===== src/rtl/game_pkg.sv =====
`default_nettype none
// ============================================================================
// game_pkg : state encodings, spawn coordinates and default game constants
// Revision : 1.0
// ============================================================================
package game_pkg;

  localparam logic [2:0] S_RUNNING   = 3'd0;
  localparam logic [2:0] S_GAME_OVER = 3'd1;
  localparam logic [2:0] S_WIN       = 3'd2;
  localparam logic [2:0] S_TITLE     = 3'd3;
  localparam logic [2:0] S_DYING     = 3'd4;
  localparam logic [2:0] S_VICTORY   = 3'd5;

  localparam int c_def_num_levels  = 3;
  localparam int c_def_start_lives = 3;
  localparam int c_def_death_ticks = 60;
  localparam int c_def_clear_ticks = 90;

  localparam logic [9:0] c_spawn_x       = 10'd20;
  localparam logic [9:0] c_spawn_y_first = 10'd344;
  localparam logic [9:0] c_spawn_y_later = 10'd364;

  // Level 0 starts on a higher ledge than every later level.
  function automatic logic [9:0] spawn_y(input logic [1:0] level);
    return (level == 2'd0) ? c_spawn_y_first : c_spawn_y_later;
  endfunction

endpackage
`default_nettype wire


===== src/rtl/tick_timer.sv =====
`default_nettype none
// ============================================================================
// tick_timer : 8-bit tick-paced countdown with load and zero flag
// Revision   : 1.0
// ============================================================================
module tick_timer (
  input  logic       clk,
  input  logic       rst,
  input  logic       i_tick,
  input  logic       i_load,
  input  logic       i_dec,
  input  logic [7:0] i_load_val,
  output logic       o_zero
);

  logic [7:0] r_count;

  // Load wins over decrement; the count parks at zero.
  always_ff @(posedge clk or negedge rst) begin
    if (!rst) begin
      r_count <= 8'd0;
    end else if (i_tick) begin
      if (i_load) begin
        r_count <= i_load_val;
      end else if (i_dec && (r_count != 8'd0)) begin
        r_count <= r_count - 8'd1;
      end
    end
  end

  assign o_zero = (r_count == 8'd0);

endmodule
`default_nettype wire


===== src/rtl/level_sequencer.sv =====
`default_nettype none
// ============================================================================
// level_sequencer : game flow FSM (title, run, death/clear pauses, end screens)
// Revision        : 1.0
// ============================================================================
module level_sequencer
  import game_pkg::*;
#(
  parameter int NUM_LEVELS  = c_def_num_levels,
  parameter int START_LIVES = c_def_start_lives,
  parameter int DEATH_TICKS = c_def_death_ticks,
  parameter int CLEAR_TICKS = c_def_clear_ticks
) (
  input  logic        clk,
  input  logic        rst,
  input  logic        game_tick,
  input  logic        start,
  input  logic        in_lava,
  input  logic        hit_lava_wall,
  input  logic        at_goal_region,
  input  logic        jump_landed_pulse,
  output logic [2:0]  game_state,
  output logic [1:0]  level,
  output logic [1:0]  lives,
  output logic [15:0] score,
  output logic        freeze,
  output logic        respawn_pulse,
  output logic [9:0]  player_x_reset,
  output logic [9:0]  player_y_reset,
  output logic        speed_boost_pulse
);

  localparam logic [1:0] c_last_level  = 2'(NUM_LEVELS - 1);
  localparam logic [1:0] c_start_lives = 2'(START_LIVES);
  localparam logic [7:0] c_death_load  = 8'(DEATH_TICKS - 1);
  localparam logic [7:0] c_clear_load  = 8'(CLEAR_TICKS - 1);

  logic [2:0]  r_state;
  logic [1:0]  r_level;
  logic [1:0]  r_lives;
  logic [15:0] r_score;
  logic        r_respawn;
  logic        r_boost;
  logic        r_sticky;

  logic [2:0]  w_next_state;
  logic [1:0]  w_next_level;
  logic [1:0]  w_next_lives;
  logic        w_clear_score;
  logic        w_enter_run;
  logic        w_load;
  logic [7:0]  w_load_val;
  logic        w_dec;
  logic        w_timer_zero;
  logic        w_landing;

  tick_timer u_timer (
    .clk        (clk),
    .rst        (rst),
    .i_tick     (game_tick),
    .i_load     (w_load),
    .i_dec      (w_dec),
    .i_load_val (w_load_val),
    .o_zero     (w_timer_zero)
  );

  always_comb begin
    w_next_state  = r_state;
    w_next_level  = r_level;
    w_next_lives  = r_lives;
    w_clear_score = 1'b0;
    w_enter_run   = 1'b0;
    w_load        = 1'b0;
    w_load_val    = 8'd0;
    case (r_state)
      S_TITLE, S_GAME_OVER, S_VICTORY: begin
        if (start) begin
          w_next_state  = S_RUNNING;
          w_next_level  = 2'd0;
          w_next_lives  = c_start_lives;
          w_clear_score = 1'b1;
          w_enter_run   = 1'b1;
        end
      end
      S_RUNNING: begin
        // Touching lava beats reaching the goal on the same tick.
        if (in_lava || hit_lava_wall) begin
          w_next_state = S_DYING;
          w_load       = 1'b1;
          w_load_val   = c_death_load;
        end else if (at_goal_region) begin
          w_next_state = S_WIN;
          w_load       = 1'b1;
          w_load_val   = c_clear_load;
        end
      end
      S_DYING: begin
        if (w_timer_zero) begin
          w_next_lives = r_lives - 2'd1;
          if (r_lives == 2'd1) begin
            w_next_state = S_GAME_OVER;
          end else begin
            w_next_state = S_RUNNING;
            w_enter_run  = 1'b1;
          end
        end
      end
      S_WIN: begin
        if (w_timer_zero) begin
          if (r_level == c_last_level) begin
            w_next_state = S_VICTORY;
          end else begin
            w_next_level = r_level + 2'd1;
            w_next_state = S_RUNNING;
            w_enter_run  = 1'b1;
          end
        end
      end
      default: w_next_state = S_TITLE;
    endcase
  end

  assign w_dec     = (r_state == S_DYING) || (r_state == S_WIN);
  assign w_landing = (r_state == S_RUNNING) && (jump_landed_pulse || r_sticky);

  always_ff @(posedge clk or negedge rst) begin
    if (!rst) begin
      r_state   <= S_TITLE;
      r_level   <= 2'd0;
      r_lives   <= c_start_lives;
      r_score   <= 16'd0;
      r_respawn <= 1'b0;
      r_boost   <= 1'b0;
      r_sticky  <= 1'b0;
    end else begin
      r_respawn <= 1'b0;
      r_boost   <= 1'b0;
      if (game_tick) begin
        r_state   <= w_next_state;
        r_level   <= w_next_level;
        r_lives   <= w_next_lives;
        r_respawn <= w_enter_run;
        r_sticky  <= 1'b0;
        if (w_clear_score) begin
          r_score <= 16'd0;
        end else if (w_landing) begin
          r_boost <= 1'b1;
          if (r_score != 16'hFFFF) r_score <= r_score + 16'd1;
        end
      end else if (jump_landed_pulse && (r_state == S_RUNNING)) begin
        // A landing between ticks is remembered and credited on the next tick.
        r_sticky <= 1'b1;
      end
    end
  end

  assign game_state        = r_state;
  assign level             = r_level;
  assign lives             = r_lives;
  assign score             = r_score;
  assign freeze            = (r_state != S_RUNNING);
  assign respawn_pulse     = r_respawn;
  assign speed_boost_pulse = r_boost;
  assign player_x_reset    = c_spawn_x;
  assign player_y_reset    = spawn_y(r_level);

endmodule
`default_nettype wire


===== config.mk =====
export PLATFORM = sky130hd
export DESIGN_NAME = level_sequencer
export DESIGN_NICKNAME = d
export VERILOG_FILES = /design/src/rtl/game_pkg.sv /design/src/rtl/tick_timer.sv /design/src/rtl/level_sequencer.sv
export SDC_FILE = /design/constraint.sdc
export NUM_CORES = 1
export LEC_CHECK = 0
export ABC_AREA = 1
export BUFFER_PORTS_ARGS = -buffer_cell sky130_fd_sc_hd__buf_2
export CORE_MARGIN = 1
export CORE_UTILIZATION = 32
export CTS_CLUSTER_DIAMETER = 50
export DETAILED_ROUTE_END_ITERATION = 8
export SLEW_MARGIN = 20
export SYNTH_ARGS = -nofsm -noshare
export SYNTH_HDL_FRONTEND = slang
export SYNTH_SLANG_ARGS = --single-unit

===== constraint.sdc =====
create_clock -name clk -period 3.4 [get_ports clk]
set_input_delay 0.68 -clock clk [delete_from_list [all_inputs] [get_ports clk]]
set_output_delay 0.68 -clock clk [all_outputs]
set_load 0.05 [all_outputs]

==> results of run 1 <==
critical path, cell delays in order (launching register included):
cell                      delay, ps
sky130_fd_sc_hd__dfstp_2        580
sky130_fd_sc_hd__inv_1           70
sky130_fd_sc_hd__nand2_2         90
sky130_fd_sc_hd__nor2_4          60
sky130_fd_sc_hd__inv_1          110
sky130_fd_sc_hd__buf_2          270
per-stage QoR:
step	instances	setup slack (ps)	power (mW)	cell area, um2
after floorplan	353	848.8	1.585	2411
after global placement	463	1497	1.745	2540
after detailed placement	463	1442	1.764	2540
after CTS	471	1226	2.148	2649
after global routing	471	1162	2.315	2649
final	471	1247	2.121	2649
worst max path at each step:
stage / start / endpoint / slack [ps] / depth (start not counted)
after floorplan: level[0] / player_y_reset[5] / 850 / 4
after global placement: hit_lava_wall / u_timer.r_count[4] / 1500 / 6
after detailed placement: start / score[6] / 1440 / 5
after CTS: game_state[0] / freeze / 1230 / 5
after global routing: game_state[0] / freeze / 1160 / 5
final: game_state[0] / freeze / 1250 / 5
registers in the layout, summed over array words and instances (netlist names):
register           count
r_sticky               1
respawn_pulse          1
lives                  2
u_timer.r_count        8
level                  2
speed_boost_pulse      1
score                 16
game_state             3
power groups by stage:
stage / combinational (mW) / clock [mW] / sequential (mW)
after CTS: 1.12 / 0.388 / 0.641
after global routing: 1.25 / 0.405 / 0.663
after global placement: 1.10 / 0 / 0.645
final: 1.11 / 0.374 / 0.640
after detailed placement: 1.12 / 0 / 0.648
after floorplan: 0.756 / 0 / 0.829
area by class of cell:
cell class                      instances  area, um2  area share (%)
Tap cell                               96      120.1           4.535
Multi-Input combinational cell        256       1230           46.43
Clock buffer                            5      68.82           2.598
Inverter                               41      153.9           5.810
Clock inverter                          3      40.04           1.512
Timing Repair Buffer                   36      180.2           6.802
Sequential cell                        34      855.8           32.31
cells by family after synthesis:
family                   count (synthesis)
XOR/XNOR                                 5
buffers and inverters                   63
AND/OR/NAND/NOR                        188
AO/OA/AOI/OAI                           40
other                                    2
flip-flops                              34
adder cells (fa/ha/maj)                  6
Yosys cell counts (4+ instances only):
library cell | instances | share of area [%]
sky130_fd_sc_hd__nor2_1 | 37 | 5.9
sky130_fd_sc_hd__o21ai_0 | 26 | 5.5
sky130_fd_sc_hd__nand3_1 | 25 | 5.3
sky130_fd_sc_hd__buf_4 | 18 | 5.7
sky130_fd_sc_hd__xor2_1 | 4 | 1.5
sky130_fd_sc_hd__dfstp_2 | 4 | 4.5
sky130_fd_sc_hd__ha_1 | 6 | 3.2
sky130_fd_sc_hd__inv_1 | 40 | 6.4
sky130_fd_sc_hd__nand4_1 | 4 | 1.1
sky130_fd_sc_hd__nand2_1 | 106 | 17
sky130_fd_sc_hd__o21ai_2 | 4 | 1.5
sky130_fd_sc_hd__dfrtp_1 | 30 | 32
sky130_fd_sc_hd__or2_2 | 4 | 1.1
routing by layer:
layer | global-route usage [%] | wire, um | share of wire (%) | up-vias
met4 | 4.024 | 51 | 1.1 | 0
li1 | - | - | - | 1097
met3 | 2.828 | 194 | 4.1 | 5
met5 | 0 | 0 | 0 | -
met1 | 18.40 | 2336 | 49 | 921
met2 | 21.56 | 2197 | 46 | 55
==> run summary, run 1 <==
============================================================================================
Final count of negative-setup-slack endpoints .................................            0
Multiplexer area fraction after synthesis .....................................           0%
Slew @ Worst Pin ..............................................................     761.9 ps
Unrepaired setup endpoints after global routing ...............................        false
Number of antenna violations at the first check in global routing .............            0
Destination of the worst register-to-register timing path .....................    score[11]
Floorplan row count ...........................................................           30
Number of antenna-violating nets in the routed design .........................            0
DRT Wirelength ................................................................      4779 um
Total power per unit cell area ................................................ 800.7 mW/mm2
Worst min-delay path category ................................................. input pin to async pin
DRC violations left ...........................................................            0
Run status .................................................................... finished, final reports clean
Buffer depth of the longest clock path ........................................            2
Area enclosed by the die boundary ............................................. 0.007705 mm2
Share of async-settable or async-resettable flops after synthesis .............       100.0%
Number of buffer cells added on primary ports .................................           36
Chip height ...................................................................     87.78 um
Synth Cell Area ............................................................... 0.002355 mm2
Count of antenna diodes in the layout .........................................            0
Peak ir drop on the vdd network ...............................................  0.0002192 V
Max-Slew Margin vs Limit ......................................................       49.21%
Cell at the root of the clock tree ............................................ sky130_fd_sc_hd__clkbuf_8
Number of cell instances on the worst register-to-register path ...............            6
Count of pins over their slew limit ...........................................            0
Maximum number of pins on one net before global-route repair ..................           35
Share of synthesized cell area in full adder, half adder and majority cells ...       3.188%
Buffer count from post-CTS setup fixing .......................................            0
Fillers .......................................................................          749
Mean instance size in the synthesized netlist .................................    6.967 um2
Number of maximum-capacitance violations ......................................            0
Arrival time worst endpoint ...................................................      1470 ps
Clock tree from TritonCTS .....................................................        built
Share of synthesized area occupied by flip-flops and latches ..................       36.34%
Via count of the first global-routing pass ....................................         1840
Gate power share ..............................................................        52.1%
Layout cell share with drive strength beyond 1 ................................       18.13%
CORE AREA ..................................................................... 0.006944 mm2
Number of synthesized register bits ...........................................           34
Post-synthesis instance total .................................................          338
Wire length per cell after detailed routing ...................................     10.15 um
Switching part of the total power .............................................       51.14%
Most used flip-flop cell after synthesis ...................................... sky130_fd_sc_hd__dfrtp_1
First-pass GRT wire length ....................................................      8204 um
Crit-path max FO ..............................................................            5
Placer's final routability congestion estimate ................................       0.7987
Final design utilization ......................................................       38.14%
H-tree depth ..................................................................            2
Net Switching .................................................................     1.085 mW
Detailed placer's ending HPWL .................................................      3582 um
Setup tns final ...............................................................         0 ps
Insertion delay of the later-clocked pin in the worst-skew pair ...............       290 ps
Peak clock frequency supported by timing ......................................    464.4 MHz
Layout Nets ...................................................................          388
Initial drt markers ...........................................................           70
Final critical-path required period ...........................................      2153 ps
Most common cell after layout, fill and taps aside ............................ sky130_fd_sc_hd__nand2_1
Top library cells by usage in the layout, fill and taps aside ................. 106 x sky130_fd_sc_hd__nand2_1, 40 x sky130_fd_sc_hd__inv_1, 37 x sky130_fd_sc_hd__nor2_1, 36 x sky130_fd_sc_hd__buf_2, 30 x sky130_fd_sc_hd__dfrtp_1
Register-to-register setup slack ..............................................      1550 ps
Hold-fix buffer count after cts ...............................................            0
Main combinational cell family by area after synthesis ........................ simple AND/OR/NAND/NOR gates
Number of sinks on the clock net ..............................................           34
Fin crit share ................................................................       63.33%
I/O pin count .................................................................           54
Area Overhead vs Synth ........................................................       12.49%
Final hold slack ..............................................................     459.5 ps
Number of synthesized flops with an enable pin ................................            0
Cell internal pwr .............................................................     1.036 mW
Class of the most critical setup path ......................................... flop to primary output
Congestion Overflow GR ........................................................            0
Flop pwr share ................................................................        30.2%
Crit start category ...........................................................         flop
Worst flop-to-flop path startpoint ............................................ game_state[0]
Share of total power in the clock network .....................................        17.7%
Detailed-router iteration count before antenna repair .........................            4
Final count of hold timing violations .........................................            0
Static leakage power ..........................................................     1.380 nW
Post-cts resize count .........................................................            0
Vias post-DR ..................................................................         2078
Required time of the worst setup path .........................................      2720 ps
TritonCTS Buffers .............................................................            5
Aggregate global-route resource usage .........................................       13.52%
Average via count per standard cell ...........................................        4.412
Final Skew ....................................................................     5.271 ps
Horizontal extent of the die ..................................................     87.78 um
Basic-gate share of the synthesized area counting and, or, nand and nor cells .       34.48%
Warnings from Yosys ...........................................................            0
Share of the synthesized area in compound gates (AO/OA/AOI/OAI) ...............       9.989%
Clock slew seen by the registers of the worst setup and hold paths ............        70 ps
Fraction of synthesized cell area in xor and xnor cells .......................       1.860%
Starting utilization of the core area .........................................       33.91%
Kind of end point of the critical path ........................................ primary output
Count of unique library cells instantiated by Yosys ...........................           31
============================================================================================
No activity file was read; power rests on OpenSTA's default activity.
==> inputs of run 2 (changes only) <==
==> constraint.sdc (replaced) <==
create_clock -name clk -period 2 [get_ports clk]
set_input_delay 0.4 -clock clk [delete_from_list [all_inputs] [get_ports clk]]
set_output_delay 0.4 -clock clk [all_outputs]
set_load 0.05 [all_outputs]
==> run 2 against run 1 <==
Sequential power is 70% higher. Core utilization rose by 0.31 points. Global-route usage is 0.15 points higher. Die area unchanged. First-iteration DRC count grew 66%. Final cell count grew 0.64%. Clock-buffer cell count increased by 2. Wire length grew 2.1%. Critical endpoint unchanged. Largest power group unchanged.
==> run summary, run 2 (synthesized netlist as in run 1, its figures left out) <==
=================================================================================
Area Overhead vs Synth .............................................       13.39%
Number of buffer cells added on primary ports ......................           36   unchanged
Final setup slack of the worst path ................................     143.3 ps   -1104 ps
Aggregate global-route resource usage ..............................       13.68%   +0.15 points
Final count of hold timing violations ..............................            0   unchanged
Peak per-stage delay on the critical path ..........................       580 ps   about the same
Kind of end point of the critical path ............................. primary output
TritonCTS Buffers ..................................................            5   unchanged
Cell at the root of the clock tree ................................. sky130_fd_sc_hd__clkbuf_8
Class of the most critical setup path .............................. flop to primary output
Total power per unit cell area .....................................  1339 mW/mm2   +67%
Cell repeated most along the worst path ............................ sky130_fd_sc_hd__inv_1
Clock tree from TritonCTS ..........................................        built
DRC violations left ................................................            0   unchanged
Cell internal pwr ..................................................     1.711 mW   +65%
H-tree depth .......................................................            2   unchanged
Number of sinks on the clock net ...................................           34   unchanged
Wire length per cell after detailed routing ........................     10.29 um   +1.4%
Layout cell share with drive strength beyond 1 .....................       19.05%   +0.91 points
Unrepaired setup endpoints after global routing ....................        false
First-pass GRT wire length .........................................      8452 um   +3.0%
Required time of the worst setup path ..............................      1600 ps   -1120 ps
Number of antenna-violating nets in the routed design ..............            0   unchanged
Final Skew .........................................................     8.624 ps   +3.352 ps
Floorplan row count ................................................           30   unchanged
Most common cell after layout, fill and taps aside ................. sky130_fd_sc_hd__nand2_1
Cell breakdown of the critical path ................................ inv_1, nand2_2, nor2_4, inv_1, buf_2
Top library cells by usage in the layout, fill and taps aside ...... 106 x sky130_fd_sc_hd__nand2_1, 39 x sky130_fd_sc_hd__inv_1, 37 x sky130_fd_sc_hd__nor2_1, 36 x sky130_fd_sc_hd__buf_2, 30 x sky130_fd_sc_hd__dfrtp_1
Run status ......................................................... finished, final reports clean
Gate power share ...................................................        54.6%   +2.5 points
Total routed wire length on the met1 layer .........................      2514 um   +7.6%
Insertion delay of the later-clocked pin in the worst-skew pair ....       280 ps   about the same
Detailed placer's ending HPWL ......................................      3726 um   +4.0%
Congestion Overflow GR .............................................            0   unchanged
Peak clock frequency supported by timing ...........................    538.6 MHz
Chip height ........................................................     87.78 um   unchanged
Worst slack after detailed placement ...............................     376.0 ps   -1066 ps
Area enclosed by the die boundary .................................. 0.007705 mm2   unchanged
Fillers ............................................................          760   +1.5%
Post-cts resize count ..............................................            0   unchanged
Routed length on met2 ..............................................      2176 um   -0.96%
Via count of the first global-routing pass .........................         1829   -0.60%
Maximum number of pins on one net before global-route repair .......           35   unchanged
Vias post-DR .......................................................         2073   -0.24%
Buffer count from post-CTS setup fixing ............................            0   unchanged
Count of antenna diodes in the layout ..............................            0   unchanged
Hold-fix buffer count after cts ....................................            0   unchanged
Uppermost metal layer occupied by signal nets ......................         met4
DRT Wirelength .....................................................      4879 um   +2.1%
I/O pin count ......................................................           54   unchanged
Kind of cell adding the most delay to the critical path ............   flip-flops
Bufs and invs on worst path ........................................            3   unchanged
Largest register FFs ...............................................           16   unchanged
Initial drt markers ................................................          116   +66%
Flop pwr share .....................................................        30.5%   +0.3 points
Share of total power in the clock network ..........................        14.9%   -2.8 points
Arrival time worst endpoint ........................................      1460 ps   about the same
Starting utilization of the core area ..............................       33.91%   unchanged
Crit start category ................................................         flop
Count of pins over their slew limit ................................            0   unchanged
Average via count per standard cell ................................        4.373   -0.87%
Worst min-delay path category ...................................... input pin to async pin
Slowest cell on the critical path .................................. sky130_fd_sc_hd__dfstp_2
Fin crit share .....................................................       92.84%
Crit-path max FO ...................................................            5   unchanged
Placer's final routability congestion estimate .....................       0.8079   +1.2%
Met3 WL ............................................................       155 um   -20%
Placed standard-cell area .......................................... 0.002579 mm2   +1.5%
Buffer depth of the longest clock path .............................            2   unchanged
Number of maximum-capacitance violations ...........................            0   unchanged
Final critical-path required period ................................      1857 ps
Finished Cell Area ................................................. 0.002670 mm2   +0.80%
Setup tns final ....................................................         0 ps   unchanged
Clock slew seen by the registers of the worst setup and hold paths .        80 ps   about the same
Pwr Total ..........................................................     3.575 mW   +69%
Register-to-register setup slack ...................................       360 ps   -1190 ps
Static leakage power ...............................................     1.376 nW   -0.30%
Layout Nets ........................................................          391   +0.77%
CORE AREA .......................................................... 0.006944 mm2   unchanged
Peak ir drop on the vdd network ....................................  0.0002730 V   +25%
Net Switching ......................................................     1.864 mW   +72%
Number of antenna violations at the first check in global routing ..            0   unchanged
Final hold slack ...................................................     135.1 ps   -324.4 ps
Detailed-router iteration count before antenna repair ..............            6   +2
Switching part of the total power ..................................       52.14%   +1.0 points
Horizontal extent of the die .......................................     87.78 um   unchanged
Final count of negative-setup-slack endpoints ......................            0   unchanged
=================================================================================
[run 2: changes by cell type in the layout (fill, tap and decap cells not counted)]
cell,delta
sky130_fd_sc_hd__clkinvlp_4,+1
sky130_fd_sc_hd__clkbuf_8,+1
sky130_fd_sc_hd__ha_4,+1
sky130_fd_sc_hd__clkinv_2,-1
sky130_fd_sc_hd__buf_4,+3
sky130_fd_sc_hd__inv_1,-1
sky130_fd_sc_hd__ha_1,-1
sky130_fd_sc_hd__bufinv_16,-1
sky130_fd_sc_hd__clkbuf_1,+1
[run 2: power by group through the flow]
stage / registers [mW] / logic, mW / clock network (mW)
after CTS: 1.09 / 1.97 / 0.556
after global routing: 1.12 / 2.19 / 0.587
after floorplan: 1.41 / 1.32 / 0
after global placement: 1.10 / 1.94 / 0
after detailed placement: 1.10 / 1.96 / 0
final: 1.09 / 1.95 / 0.531
[run 2: routing by layer]
| metal | up-vias | GRT usage [%] |
|---|---|---|
| met5 | - | 0 |
| met4 | 0 | 3.577 |
| met3 | 2 | 2.168 |
| met2 | 42 | 21.07 |
| met1 | 923 | 19.83 |
| li1 | 1106 | - |
[run 2: per-stage QoR]
step                      util, %  cells
after floorplan                 -    353
after global placement      37.14    466
after detailed placement    37.14    466
after CTS                   38.45    474
after global routing        38.45    474
final                       38.45    474
[run 2: cell type report]
class                   instances  area, um2  area share, %
clock inverters                 1      5.005         0.1874
clock buffers                   7      86.33          3.233
well taps                      96      120.1          4.499
repair buffers                 39      202.7          7.591
flip-flops and latches         34      855.8          32.05
multi-input cells             256       1242          46.53
inverters                      41      157.7          5.904
[run 2: worst paths after layout]
kind | depth (start not counted) | end | startpoint
worst max-delay path | 5 | freeze | game_state[0]
worst max register to register | 9 | score[13] | score[0]
worst min register to register | 2 | u_timer.r_count[0] | u_timer.r_count[0]
worst min-delay path | 2 | score[15] | rst
max in group asynchronous | 2 | game_state[1] | rst
min in group clk | 2 | r_sticky | game_tick
